**src/rtl/lsu_ctr.sv**
```systemverilog
// Load/store controller sitting between the execute unit and a valid/ready
// command/response data bus. Handles one request at a time. A bus timeout
// and a drain of late responses keep a stalled bus from hanging the core.
module lsu_ctr #(
    parameter int TMO_W   = 8,
    parameter int TMO_CYC = 255
) (
    input  logic        clk,
    input  logic        rst,
    input  logic        hs_ex4ls_val,
    output logic        hs_ls4ex_rdy,
    input  logic [31:0] i_ls_adr,
    input  logic [31:0] i_ls_wdat,
    input  logic [3:0]  i_ls_wen,
    input  logic        i_ls_ren,
    output logic [31:0] o_ls_rdat,
    output logic        o_ls_err,
    output logic        o_bus_cmd_val,
    input  logic        i_bus_cmd_rdy,
    output logic [31:0] o_bus_cmd_adr,
    output logic        o_bus_cmd_read,
    output logic [31:0] o_bus_cmd_wdat,
    output logic [3:0]  o_bus_cmd_wmask,
    input  logic        i_bus_rsp_val,
    output logic        o_bus_rsp_rdy,
    input  logic [31:0] i_bus_rsp_rdat,
    input  logic        i_bus_rsp_err
);

    typedef enum logic [2:0] {
        ST_IDLE  = 3'd0,
        ST_CMD   = 3'd1,
        ST_RSP   = 3'd2,
        ST_DONE  = 3'd3,
        ST_DRAIN = 3'd4
    } state_t;

    // Last count value before abort; only meaningful when the timeout is enabled.
    localparam logic [TMO_W-1:0] TMO_LAST = TMO_W'(TMO_CYC - 1);
    localparam logic             TMO_EN   = (TMO_CYC != 0);

    state_t            state_r, state_s;
    logic [31:0]       adr_r, adr_s;
    logic [31:0]       wdat_r, wdat_s;
    logic [3:0]        wmask_r, wmask_s;
    logic              read_r, read_s;
    logic [TMO_W-1:0]  cnt_r, cnt_s;
    logic              stale_r, stale_s;
    logic [31:0]       rdat_r, rdat_s;
    logic              err_r, err_s;
    logic              cmd_val_r;
    logic              rsp_rdy_r;
    logic              ls_rdy_r;
    logic [TMO_W-1:0]  cnt_inc_s;
    logic              expire_s;

    // Saturating increment and expiry decode of the timeout counter.
    always_comb begin
        cnt_inc_s = cnt_r;
        if (cnt_r != {TMO_W{1'b1}}) begin
            cnt_inc_s = cnt_r + {{(TMO_W-1){1'b0}}, 1'b1};
        end else begin
            cnt_inc_s = cnt_r;
        end
        expire_s = TMO_EN && (cnt_r == TMO_LAST);
    end

    // Next-state and next-datapath decode for the transaction FSM.
    always_comb begin
        state_s = state_r;
        adr_s   = adr_r;
        wdat_s  = wdat_r;
        wmask_s = wmask_r;
        read_s  = read_r;
        cnt_s   = cnt_r;
        stale_s = stale_r;
        rdat_s  = rdat_r;
        err_s   = err_r;
        case (state_r)
            ST_IDLE: begin
                if (hs_ex4ls_val) begin
                    if (i_ls_wen != 4'b0000) begin
                        // Store takes priority when both enables are set.
                        adr_s   = {i_ls_adr[31:2], 2'b00};
                        wdat_s  = i_ls_wdat;
                        wmask_s = i_ls_wen;
                        read_s  = 1'b0;
                        cnt_s   = {TMO_W{1'b0}};
                        state_s = ST_CMD;
                    end else if (i_ls_ren) begin
                        adr_s   = {i_ls_adr[31:2], 2'b00};
                        wdat_s  = i_ls_wdat;
                        wmask_s = i_ls_wen;
                        read_s  = 1'b1;
                        cnt_s   = {TMO_W{1'b0}};
                        state_s = ST_CMD;
                    end else begin
                        // Neither load nor store: complete immediately.
                        rdat_s  = 32'h0000_0000;
                        err_s   = 1'b0;
                        state_s = ST_DONE;
                    end
                end else begin
                    state_s = ST_IDLE;
                end
            end
            ST_CMD: begin
                cnt_s = cnt_inc_s;
                if (i_bus_cmd_rdy) begin
                    state_s = ST_RSP;
                end else if (expire_s) begin
                    rdat_s  = 32'h0000_0000;
                    err_s   = 1'b1;
                    state_s = ST_DONE;
                end else begin
                    state_s = ST_CMD;
                end
            end
            ST_RSP: begin
                cnt_s = cnt_inc_s;
                if (i_bus_rsp_val) begin
                    rdat_s  = read_r ? i_bus_rsp_rdat : 32'h0000_0000;
                    err_s   = i_bus_rsp_err;
                    state_s = ST_DONE;
                end else if (expire_s) begin
                    // The response may still arrive later; remember to drain it.
                    rdat_s  = 32'h0000_0000;
                    err_s   = 1'b1;
                    stale_s = 1'b1;
                    state_s = ST_DONE;
                end else begin
                    state_s = ST_RSP;
                end
            end
            ST_DONE: begin
                if (stale_r) begin
                    state_s = ST_DRAIN;
                end else begin
                    state_s = ST_IDLE;
                end
            end
            ST_DRAIN: begin
                if (i_bus_rsp_val) begin
                    stale_s = 1'b0;
                    state_s = ST_IDLE;
                end else begin
                    state_s = ST_DRAIN;
                end
            end
            default: begin
                state_s = ST_IDLE;
            end
        endcase
    end

    // State, latched request fields and registered handshake outputs.
    always_ff @(posedge clk) begin
        if (rst) begin
            state_r   <= ST_IDLE;
            adr_r     <= 32'h0000_0000;
            wdat_r    <= 32'h0000_0000;
            wmask_r   <= 4'b0000;
            read_r    <= 1'b0;
            cnt_r     <= {TMO_W{1'b0}};
            stale_r   <= 1'b0;
            rdat_r    <= 32'h0000_0000;
            err_r     <= 1'b0;
            cmd_val_r <= 1'b0;
            rsp_rdy_r <= 1'b0;
            ls_rdy_r  <= 1'b0;
        end else begin
            state_r   <= state_s;
            adr_r     <= adr_s;
            wdat_r    <= wdat_s;
            wmask_r   <= wmask_s;
            read_r    <= read_s;
            cnt_r     <= cnt_s;
            stale_r   <= stale_s;
            rdat_r    <= rdat_s;
            err_r     <= err_s;
            cmd_val_r <= (state_s == ST_CMD);
            rsp_rdy_r <= (state_s == ST_RSP) || (state_s == ST_DRAIN);
            ls_rdy_r  <= (state_s == ST_DONE);
        end
    end

    assign hs_ls4ex_rdy    = ls_rdy_r;
    assign o_ls_rdat       = rdat_r;
    assign o_ls_err        = err_r;
    assign o_bus_cmd_val   = cmd_val_r;
    assign o_bus_cmd_adr   = adr_r;
    assign o_bus_cmd_read  = read_r;
    assign o_bus_cmd_wdat  = wdat_r;
    assign o_bus_cmd_wmask = wmask_r;
    assign o_bus_rsp_rdy   = rsp_rdy_r;

endmodule

```
**config.mk**
```make
export PLATFORM = sky130hd
export DESIGN_NAME = lsu_ctr
export DESIGN_NICKNAME = d
export VERILOG_FILES = /design/src/rtl/lsu_ctr.sv
export SDC_FILE = /design/constraint.sdc
export NUM_CORES = 1
export LEC_CHECK = 0
export CORE_ASPECT_RATIO = 0.5
export CORE_UTILIZATION = 41
export DETAILED_ROUTE_END_ITERATION = 16
export PLACE_DENSITY = 0.8
export SLEW_MARGIN = 10
export SYNTH_ARGS = -nofsm -noshare
export SYNTH_HDL_FRONTEND = slang
export SYNTH_SLANG_ARGS = --single-unit
```
**constraint.sdc**
```tcl
create_clock -name clk -period 2.7 [get_ports clk]
set_clock_uncertainty 0.15 [all_clocks]
set_input_delay 0.405 -clock clk [delete_from_list [all_inputs] [get_ports clk]]
set_output_delay 0.405 -clock clk [all_outputs]
set_load 0.05 [all_outputs]
```
==> report_table.html, run 1 <==
<table>
<tr><th>Metric</th><th>Value</th></tr>
<tr><th colspan="2">Synth</th></tr>
<tr><td>Count of unique library cells instantiated by Yosys</td><td>52</td></tr>
<tr><td>Number of storage elements in the synthesis netlist</td><td>115</td></tr>
<tr><td>Largest area contributor in the synthesized netlist</td><td>dfxtp_1</td></tr>
<tr><td>Area share of the largest cell type after synthesis</td><td>51.3%</td></tr>
<tr><td>Post-synth EDFFs</td><td>0</td></tr>
<tr><td>Total number of yosys warnings</td><td>0</td></tr>
<tr><td>Mapped cell area</td><td>4480 sq um</td></tr>
<tr><td>Largest cells by area after synthesis</td><td>dfxtp_1 (51%), nand2_1 (17%), a21oi_1 (8.1%)</td></tr>
<tr><td>Post-synthesis instance total</td><td>556</td></tr>
<tr><td>Part of the Yosys area used for sequential elements</td><td>51.3%</td></tr>
<tr><td>Avg Inst Size Synth</td><td>8.07 sq um</td></tr>
<tr><td>Fraction of registers with async set or reset after synthesis</td><td>0%</td></tr>
<tr><td>Predominant post-synthesis flop cell</td><td>dfxtp_1</td></tr>
<tr><th colspan="2">Die</th></tr>
<tr><td>Core outline area</td><td>10400 sq um</td></tr>
<tr><td>Die boundary height</td><td>76.0 microns</td></tr>
<tr><td>Overall die area</td><td>11400 sq um</td></tr>
<tr><td>Count of standard-cell rows</td><td>26</td></tr>
<tr><td>I/O pins</td><td>212</td></tr>
<tr><td>Chip Width</td><td>150 microns</td></tr>
<tr><td>Initial Util</td><td>43.1%</td></tr>
<tr><th colspan="2">Power and ir drop</th></tr>
<tr><td>Static power due to leakage</td><td>2.66 nW</td></tr>
<tr><td>Largest voltage drop on the vdd net</td><td>0.500 mV</td></tr>
<tr><td>Total power after layout</td><td>0.00499 W</td></tr>
<tr><td>Power density relative to cell area</td><td>686 nW/um^2</td></tr>
<tr><th colspan="2">Global routing</th></tr>
<tr><td>Met3 routing resource usage after global routing</td><td>7.47%</td></tr>
<tr><td>Overall overflow remaining after global route</td><td>0</td></tr>
<tr><td>Initial antenna violation count</td><td>0</td></tr>
<tr><td>Number of global-route vias before repair</td><td>4173</td></tr>
<tr><td>Maximum number of pins on one net before global-route repair</td><td>67</td></tr>
<tr><td>Busiest grt layer</td><td>met2</td></tr>
<tr><td>Global-route met1 utilization</td><td>26.7%</td></tr>
<tr><td>Overall global routing resource usage</td><td>22.5%</td></tr>
<tr><td>Wire length of the first global-routing pass</td><td>20.3 mm</td></tr>
<tr><td>GR Util met2</td><td>36.8%</td></tr>
<tr><th colspan="2">Hold path</th></tr>
<tr><td>Path type of the worst min-delay path</td><td>in2reg</td></tr>
<tr><td>Hold Path Origin</td><td>rst</td></tr>
<tr><th colspan="2">STA</th></tr>
<tr><td>RSZ-0062 raised after global routing</td><td>false</td></tr>
<tr><td>Max-slew violation count</td><td>0</td></tr>
<tr><td>Final number of hold-violating endpoints</td><td>0</td></tr>
<tr><td>Worst Max-Slew Pin Slew</td><td>961 ps</td></tr>
<tr><td>Final Hold Slack</td><td>241 ps</td></tr>
<tr><td>Number of endpoints failing setup at the final stage</td><td>0</td></tr>
<tr><td>Setup total negative slack</td><td>0 ps</td></tr>
<tr><td>Max frequency</td><td>0.395 GHz</td></tr>
<tr><td>Post-route clock period utilization</td><td>93.7%</td></tr>
<tr><td>Relative max-transition margin</td><td>35.4%</td></tr>
<tr><td>Clock period minus worst slack</td><td>2530 ps</td></tr>
<tr><th colspan="2">Worst setup path</th></tr>
<tr><td>Crit-path max FO</td><td>32</td></tr>
<tr><td>Critical path startpoint</td><td>i_ls_wen[3]</td></tr>
<tr><td>Worst stage delay on the critical path</td><td>580 ps</td></tr>
<tr><td>Worst path slowest cell</td><td>or4_1</td></tr>
<tr><td>Arrival time at the worst endpoint</td><td>2660 ps</td></tr>
<tr><td>Worst setup EP type</td><td>register</td></tr>
<tr><td>Setup Crit Path Kind</td><td>in2reg</td></tr>
<tr><td>Required time of the critical path</td><td>2830 ps</td></tr>
<tr><td>Startpoint of the lowest-slack register-to-register path</td><td>state_r[0]</td></tr>
<tr><td>Largest delay share family, worst path</td><td>simple AND/OR/NAND/NOR gates</td></tr>
<tr><td>Worst setup SP type</td><td>primary input</td></tr>
<tr><td>CP bufs+invs</td><td>2</td></tr>
<tr><td>Cell-by-cell listing of the critical path</td><td>clkdlybuf4s50_1 -&gt; or4_1 -&gt; or4b_4 -&gt; a221oi_4 -&gt; buf_12 -&gt; o21ai_0</td></tr>
<tr><th colspan="2">Routing</th></tr>
<tr><td>Overall routed net length</td><td>12.7 mm</td></tr>
<tr><td>Drt via density</td><td>4.94</td></tr>
<tr><td>Drt initial violations</td><td>175</td></tr>
<tr><td>DR pass1 iterations</td><td>4</td></tr>
<tr><td>Wire length per cell</td><td>14.0 microns</td></tr>
<tr><td>Count of nets left with antenna violations after detail routing</td><td>0</td></tr>
<tr><td>Total DRC errors in the routed layout</td><td>0</td></tr>
<tr><td>Count of vias placed by the detailed router</td><td>4470</td></tr>
<tr><th colspan="2">Layout</th></tr>
<tr><td>Cell Count, Final, Fillers Out</td><td>905</td></tr>
<tr><td>Number of fill cells</td><td>828</td></tr>
<tr><td>Area of the multi-input gates</td><td>1970 sq um</td></tr>
<tr><td>Storage cell area</td><td>2300 sq um</td></tr>
<tr><td>Count of inserted antenna diode cells</td><td>0</td></tr>
<tr><td>Post-layout nets</td><td>861</td></tr>
<tr><td>Growth of design area from synthesis to finish</td><td>62.2%</td></tr>
<tr><td>Utilization of the core after routing</td><td>69.9%</td></tr>
<tr><td>Ratio of cells with drive above 1 in the final layout</td><td>8.37%</td></tr>
<tr><th colspan="2">Placed design</th></tr>
<tr><td>Port Buf Inserts</td><td>207</td></tr>
<tr><td>Gp weighted congestion</td><td>0.803</td></tr>
<tr><td>Detailed-placement wirelength estimate</td><td>8.60 mm</td></tr>
<tr><td># placed instances</td><td>873</td></tr>
<tr><th colspan="2">CTS</th></tr>
<tr><td>Count of H-tree levels built during CTS</td><td>4</td></tr>
<tr><td>Longest Clk Path Bufs</td><td>2</td></tr>
<tr><td>Number of hold-repair buffers added at the cts stage</td><td>0</td></tr>
<tr><td>CTS tree</td><td>yes</td></tr>
<tr><td>Number of clock sinks seen by CTS</td><td>115</td></tr>
<tr><td>CTS Root Cell</td><td>clkbuf_16</td></tr>
<tr><td>Worst-path clk slew</td><td>50 ps</td></tr>
<tr><td>Worst skew pair latency</td><td>400 ps</td></tr>
<tr><td>TritonCTS buffer count</td><td>17</td></tr>
<tr><td>Post_cts resized</td><td>0</td></tr>
<tr><td>Post-CTS setup buffers</td><td>0</td></tr>
<tr><th colspan="2">Outcome</th></tr>
<tr><td>Status</td><td>complete, no violations</td></tr>
<tr><th colspan="2">Flow run</th></tr>
<tr><td>Total of max-cap violations</td><td>0</td></tr>
</table>
[cells in the final DEF, fill, tap and decap left out, drive strengths merged, types with 4 or more instances in the layout]
cell type	n
buf	15
a21oi	73
clkbuf	22
clkdlybuf4s50	206
o21ai	37
nor3	5
nor4	4
and4	5
nand2	202
dfxtp	115
o31ai	4
nand4	4
nor2	8
nand3	6
clkinv	5
[report_power, final]
| part | leakage (nW) | switching (W) | internal, W | total (W) |
|---|---|---|---|---|
| combinational | 1.42 | 0.000527 | 0.000356 | 0.000883 |
| clock | 0.296 | 0.000765 | 0.00151 | 0.00228 |
| sequential | 0.937 | 0.0000476 | 0.00178 | 0.00183 |
| total | 2.66 | 0.00134 | 0.00365 | 0.00499 |
[routing by layer]
layer	vias to the layer above	share of wire (%)
li1	2264	-
met1	2008	43
met2	167	47
met3	31	7.1
met4	0	2.7
met5	-	0
[final cells by class]
| type | instances | share of cell area (%) |
|---|---|---|
| flip-flops and latches | 115 | 31.6 |
| repair buffers | 221 | 30.4 |
| multi-input cells | 394 | 27.1 |
| clock buffers | 22 | 6.52 |
| well taps | 140 | 2.41 |
| clock inverters | 10 | 1.79 |
| inverters | 3 | 0.155 |
[metrics by stage]
| step | setup slack (ps) | cell area [sq um] |
|---|---|---|
| floorplan | 194 | 4490 |
| global placement | -182 | 6670 |
| detailed placement | -239 | 6670 |
| CTS | 183 | 7270 |
| global route | 108 | 7270 |
| finish | 171 | 7270 |
[synth_stat cells (2+ instances only)]
library cell   instances
o21ai_1                2
and3_1                 3
o21ai_0               25
and4_1                 5
dlygate4sd1_1          2
o32ai_1                2
nor4_1                 4
a21oi_1               73
nand2b_1               2
nand2_1              202
nor3_1                 5
inv_1                  3
clkbuf_1              34
o31ai_1                4
dfxtp_1              115
nor2_1                 8
a2111oi_0              2
o21a_1                 3
ha_1                   2
nand3_1                6
or3_1                  3
buf_6                  3
buf_4                  3
a211oi_1               3
o221a_2                2
o21ai_2               10
buf_2                  2
nand4_1                4
[registers in the layout, summed over array words and instances, names as in the netlist]
signal	cells
state_r	3
hs_ls4ex_rdy	1
o_bus_cmd_wdat	32
o_bus_cmd_read	1
o_bus_cmd_wmask	4
cnt_r	8
o_bus_rsp_rdy	1
o_bus_cmd_adr	30
o_ls_rdat	32
stale_r	1
o_bus_cmd_val	1
o_ls_err	1
[worst paths after layout]
| check | to | slack [ps] | cells past startpoint |
|---|---|---|---|
| max reg2reg | o_ls_rdat[18] | 560 | 5 |
| max | o_ls_rdat[18] | 170 | 6 |
| min | state_r[0] | 240 | 2 |
| min reg2reg | o_ls_rdat[12] | 300 | 2 |
[logic make-up (layout without fill, tap and decap cells)]
group / count (synthesis) / in the layout / synth area share [%]
AO/OA/AOI/OAI: 138 / 138 / 18.9
XOR/XNOR: 2 / 2 / 0.391
adder cells (fa/ha/maj): 2 / 2 / 0.558
buffers and inverters: 48 / 256 / 5.05
flip-flops: 115 / 115 / 51.3
multiplexers: 1 / 1 / 0.223
other: 1 / 2 / 0.0836
AND/OR/NAND/NOR: 249 / 249 / 23.5
Power figures use the tool's default switching activity.
==> run 2: changes to the inputs <==
Settings changed: CORE_MARGIN set to 3.
==> run 2 against run 1 <==
Compared with the run above: final area is 0.28% higher; maximum frequency is 2.0% lower; total power is 0.97% lower; sequential share of layout area is 0.087 points lower; combinational power is 2% higher; via count is 1.5% higher; hold slack worse by 84 ps; wire length is 5.4% higher; sequential power hardly changed.
==> report_table.html, run 2 (same netlist as run 1, synthesis figures left out) <==
<table>
<tr><th>Metric</th><th>Value</th></tr>
<tr><th colspan="2">Worst setup path</th></tr>
<tr><td>Slack of the worst reg-to-reg path</td><td>550 ps (about the same)</td></tr>
<tr><td>Required time of the critical path</td><td>2830 ps (about the same)</td></tr>
<tr><td>Arrival time at the worst endpoint</td><td>2710 ps (+50 ps)</td></tr>
<tr><td>Worst stage delay on the critical path</td><td>610 ps (+30 ps)</td></tr>
<tr><td>Crit. path cell count</td><td>6 (unchanged)</td></tr>
<tr><td>Crit-path max FO</td><td>32 (unchanged)</td></tr>
<tr><td>R2R cell count</td><td>5 (unchanged)</td></tr>
<tr><td>Startpoint of the lowest-slack register-to-register path</td><td>state_r[0]</td></tr>
<tr><td>CP bufs+invs</td><td>2 (unchanged)</td></tr>
<tr><td>Worst setup SP type</td><td>primary input</td></tr>
<tr><td>Crit path capture</td><td>o_ls_rdat[24]</td></tr>
<tr><td>Worst setup EP type</td><td>register</td></tr>
<tr><td>Largest delay share family, worst path</td><td>simple AND/OR/NAND/NOR gates</td></tr>
<tr><td>Critical path startpoint</td><td>i_ls_wen[3]</td></tr>
<tr><td>Crit Reg-Reg Endpoint</td><td>o_ls_rdat[24]</td></tr>
<tr><td>Cell-by-cell listing of the critical path</td><td>clkdlybuf4s50_1 -&gt; or4_1 -&gt; or4b_4 -&gt; a221oi_4 -&gt; buf_12 -&gt; o21ai_0</td></tr>
<tr><td>Worst path slowest cell</td><td>or4_1</td></tr>
<tr><td>Setup Crit Path Kind</td><td>in2reg</td></tr>
<tr><th colspan="2">Layout</th></tr>
<tr><td>Count of inserted antenna diode cells</td><td>0 (unchanged)</td></tr>
<tr><td>Number of fill cells</td><td>785 (-5.2%)</td></tr>
<tr><td>Ratio of cells with drive above 1 in the final layout</td><td>8.87% (+0.50 points)</td></tr>
<tr><td>Area of the multi-input gates</td><td>1970 sq um (unchanged)</td></tr>
<tr><td>Commonest cells after routing, fill and taps aside</td><td>clkdlybuf4s50_1 (206), nand2_1 (202), dfxtp_1 (115)</td></tr>
<tr><td>Storage cell area</td><td>2300 sq um (unchanged)</td></tr>
<tr><td>Most common library cell in the layout ignoring fill and taps</td><td>clkdlybuf4s50_1</td></tr>
<tr><td>Growth of design area from synthesis to finish</td><td>62.7%</td></tr>
<tr><td>Post-layout nets</td><td>863 (+0.23%)</td></tr>
<tr><th colspan="2">Routing</th></tr>
<tr><td>Total DRC errors in the routed layout</td><td>0 (unchanged)</td></tr>
<tr><td>Metal2 WL</td><td>6.65 mm (+11%)</td></tr>
<tr><td>Drt via density</td><td>5.00 (+1.2%)</td></tr>
<tr><td>Top layer reached by signal wires</td><td>met4</td></tr>
<tr><td>DR pass1 iterations</td><td>4 (unchanged)</td></tr>
<tr><td>Met3 WL post-DR</td><td>891 microns (-1.2%)</td></tr>
<tr><td>Sum of routed wire segments on met1</td><td>5.57 mm (+2.8%)</td></tr>
<tr><td>Wire length per cell</td><td>14.7 microns (+5.1%)</td></tr>
<tr><td>Overall routed net length</td><td>13.3 mm (+5.4%)</td></tr>
<tr><td>Drt initial violations</td><td>276 (+58%)</td></tr>
<tr><td>Count of vias placed by the detailed router</td><td>4535 (+1.5%)</td></tr>
<tr><td>Count of nets left with antenna violations after detail routing</td><td>0 (unchanged)</td></tr>
<tr><th colspan="2">Global routing</th></tr>
<tr><td>Wire length of the first global-routing pass</td><td>21.3 mm (+5.0%)</td></tr>
<tr><td>Initial antenna violation count</td><td>0 (unchanged)</td></tr>
<tr><td>Number of global-route vias before repair</td><td>4197 (+0.58%)</td></tr>
<tr><td>Overall overflow remaining after global route</td><td>0 (unchanged)</td></tr>
<tr><td>Maximum number of pins on one net before global-route repair</td><td>42 (-37%)</td></tr>
<tr><td>Overall global routing resource usage</td><td>21.5% (-0.99 points)</td></tr>
<tr><th colspan="2">CTS</th></tr>
<tr><td>Number of clock sinks seen by CTS</td><td>115 (unchanged)</td></tr>
<tr><td>TritonCTS buffer count</td><td>17 (unchanged)</td></tr>
<tr><td>Post_cts resized</td><td>0 (unchanged)</td></tr>
<tr><td>Worst skew pair latency</td><td>400 ps (about the same)</td></tr>
<tr><td>CTS tree</td><td>yes</td></tr>
<tr><td>Number of hold-repair buffers added at the cts stage</td><td>0 (unchanged)</td></tr>
<tr><td>Post-CTS setup buffers</td><td>0 (unchanged)</td></tr>
<tr><td>Longest Clk Path Bufs</td><td>2 (unchanged)</td></tr>
<tr><td>CTS Root Cell</td><td>clkbuf_16</td></tr>
<tr><td>Count of H-tree levels built during CTS</td><td>4 (unchanged)</td></tr>
<tr><td>Worst-path clk slew</td><td>60 ps (about the same)</td></tr>
<tr><th colspan="2">Power and ir drop</th></tr>
<tr><td>Power density relative to cell area</td><td>677 nW/um^2 (-1.2%)</td></tr>
<tr><td>Largest voltage drop on the vdd net</td><td>0.468 mV (-6.5%)</td></tr>
<tr><td>Total power after layout</td><td>0.00494 W (-0.97%)</td></tr>
<tr><td>Static power due to leakage</td><td>2.66 nW (about the same)</td></tr>
<tr><th colspan="2">Hold path</th></tr>
<tr><td>Path type of the worst min-delay path</td><td>in2reg</td></tr>
<tr><th colspan="2">STA</th></tr>
<tr><td>Post-route clock period utilization</td><td>95.6% (+1.9 points)</td></tr>
<tr><td>Worst Max-Slew Pin Slew</td><td>932 ps (-28.9 ps)</td></tr>
<tr><td>Number of endpoints failing setup at the final stage</td><td>0 (unchanged)</td></tr>
<tr><td>Max-slew violation count</td><td>0 (unchanged)</td></tr>
<tr><td>Max frequency</td><td>0.387 GHz (-2.0%)</td></tr>
<tr><td>Final number of hold-violating endpoints</td><td>0 (unchanged)</td></tr>
<tr><td>RSZ-0062 raised after global routing</td><td>false</td></tr>
<tr><td>Relative max-transition margin</td><td>37.3% (+1.9 points)</td></tr>
<tr><td>Clock period minus worst slack</td><td>2580 ps (+51.5 ps)</td></tr>
<tr><td>Setup total negative slack</td><td>0 ps (unchanged)</td></tr>
<tr><td>Final Hold Slack</td><td>157 ps (-83.5 ps)</td></tr>
<tr><th colspan="2">Die</th></tr>
<tr><td>Chip Width</td><td>154 microns (+2.7%)</td></tr>
<tr><td>I/O pins</td><td>212 (unchanged)</td></tr>
<tr><td>Core outline area</td><td>10400 sq um (+0.31%)</td></tr>
<tr><td>Initial Util</td><td>42.9% (-0.13 points)</td></tr>
<tr><td>Die boundary height</td><td>80.0 microns (+5.3%)</td></tr>
<tr><td>Count of standard-cell rows</td><td>26 (unchanged)</td></tr>
<tr><td>Overall die area</td><td>12300 sq um (+8.1%)</td></tr>
<tr><th colspan="2">Placed design</th></tr>
<tr><td>Port Buf Inserts</td><td>207 (unchanged)</td></tr>
<tr><td>Detailed-placement wirelength estimate</td><td>9.18 mm (+6.7%)</td></tr>
<tr><td>Gp weighted congestion</td><td>0.825 (+2.8%)</td></tr>
<tr><th colspan="2">Outcome</th></tr>
<tr><td>Status</td><td>complete, no violations</td></tr>
<tr><th colspan="2">Flow run</th></tr>
<tr><td>Total of max-cap violations</td><td>0 (unchanged)</td></tr>
</table>
## run 2: cell types whose count changed in the layout (fill, tap and decap cells not counted), sizes merged
| cell | before | now |
|---|---|---|
| buf | 15 | 17 |
| bufinv | 3 | 2 |
| clkbuf | 22 | 17 |
| clkinv | 5 | 8 |
| clkinvlp | 2 | 3 |
| inv | 3 | 5 |
## run 2: area by class of cell
type                       instances  share of cell area (%)
inverter                           3                   0.154
clock inverter                    15                    2.18
clock buffer                      17                    5.83
sequential                       115                    31.6
tap                              140                    2.40
multi-input combinational        394                    27.0
timing repair buffer             223                    30.8
## run 2: routing by layer
metal	global-route usage (%)	vias to the layer above
met5	0	-
met4	9.52	0
met3	6.39	19
met2	37.3	146
met1	24.8	2086
li1	-	2284
## run 2: worst min-delay path by stage
stage | startpoint | endpoint | cells past startpoint
floorplan | cnt_r[7] | cnt_r[7] | 2
finish | rst | o_bus_cmd_wdat[5] | 2
global placement | o_ls_rdat[11] | o_ls_rdat[11] | 2
CTS | rst | o_bus_cmd_wdat[10] | 2
global route | rst | o_bus_cmd_wdat[10] | 2
detailed placement | o_bus_cmd_wdat[0] | o_bus_cmd_wdat[0] | 2
## run 2: where the power goes
group	switching (W)	internal, W	leakage [nW]	total (W)
sequential	0.0000482	0.00178	0.937	0.00182
combinational	0.000534	0.000368	1.44	0.000902
clock	0.000849	0.00136	0.280	0.00221
total	0.00143	0.00351	2.66	0.00494
## run 2: worst reg2reg max path: cells and delay by family, from the launching register on
family / cells / cell delay [ps]
buffers and inverters: 1 / 230
AOI/OAI and AO/OA: 3 / 750
and+or+nand+nor: 1 / 220
DFF: 1 / 670
## run 2: stage by stage
stage | cell area (sq um) | cells | setup slack [ps] | util [%]
global placement | 6710 | 875 | -228 | 64.3
detailed placement | 6710 | 875 | -272 | 64.3
floorplan | 4490 | 557 | 194 | -
finish | 7290 | 907 | 119 | 69.9
global route | 7290 | 907 | 40.9 | 69.9
CTS | 7290 | 907 | 125 | 69.9
==> run 3: changes to the inputs <==
Settings changed: SLEW_MARGIN 10 to unset.
==> results of run 3 <==
Final layout, timing and power as in run 2 (identical DEF).
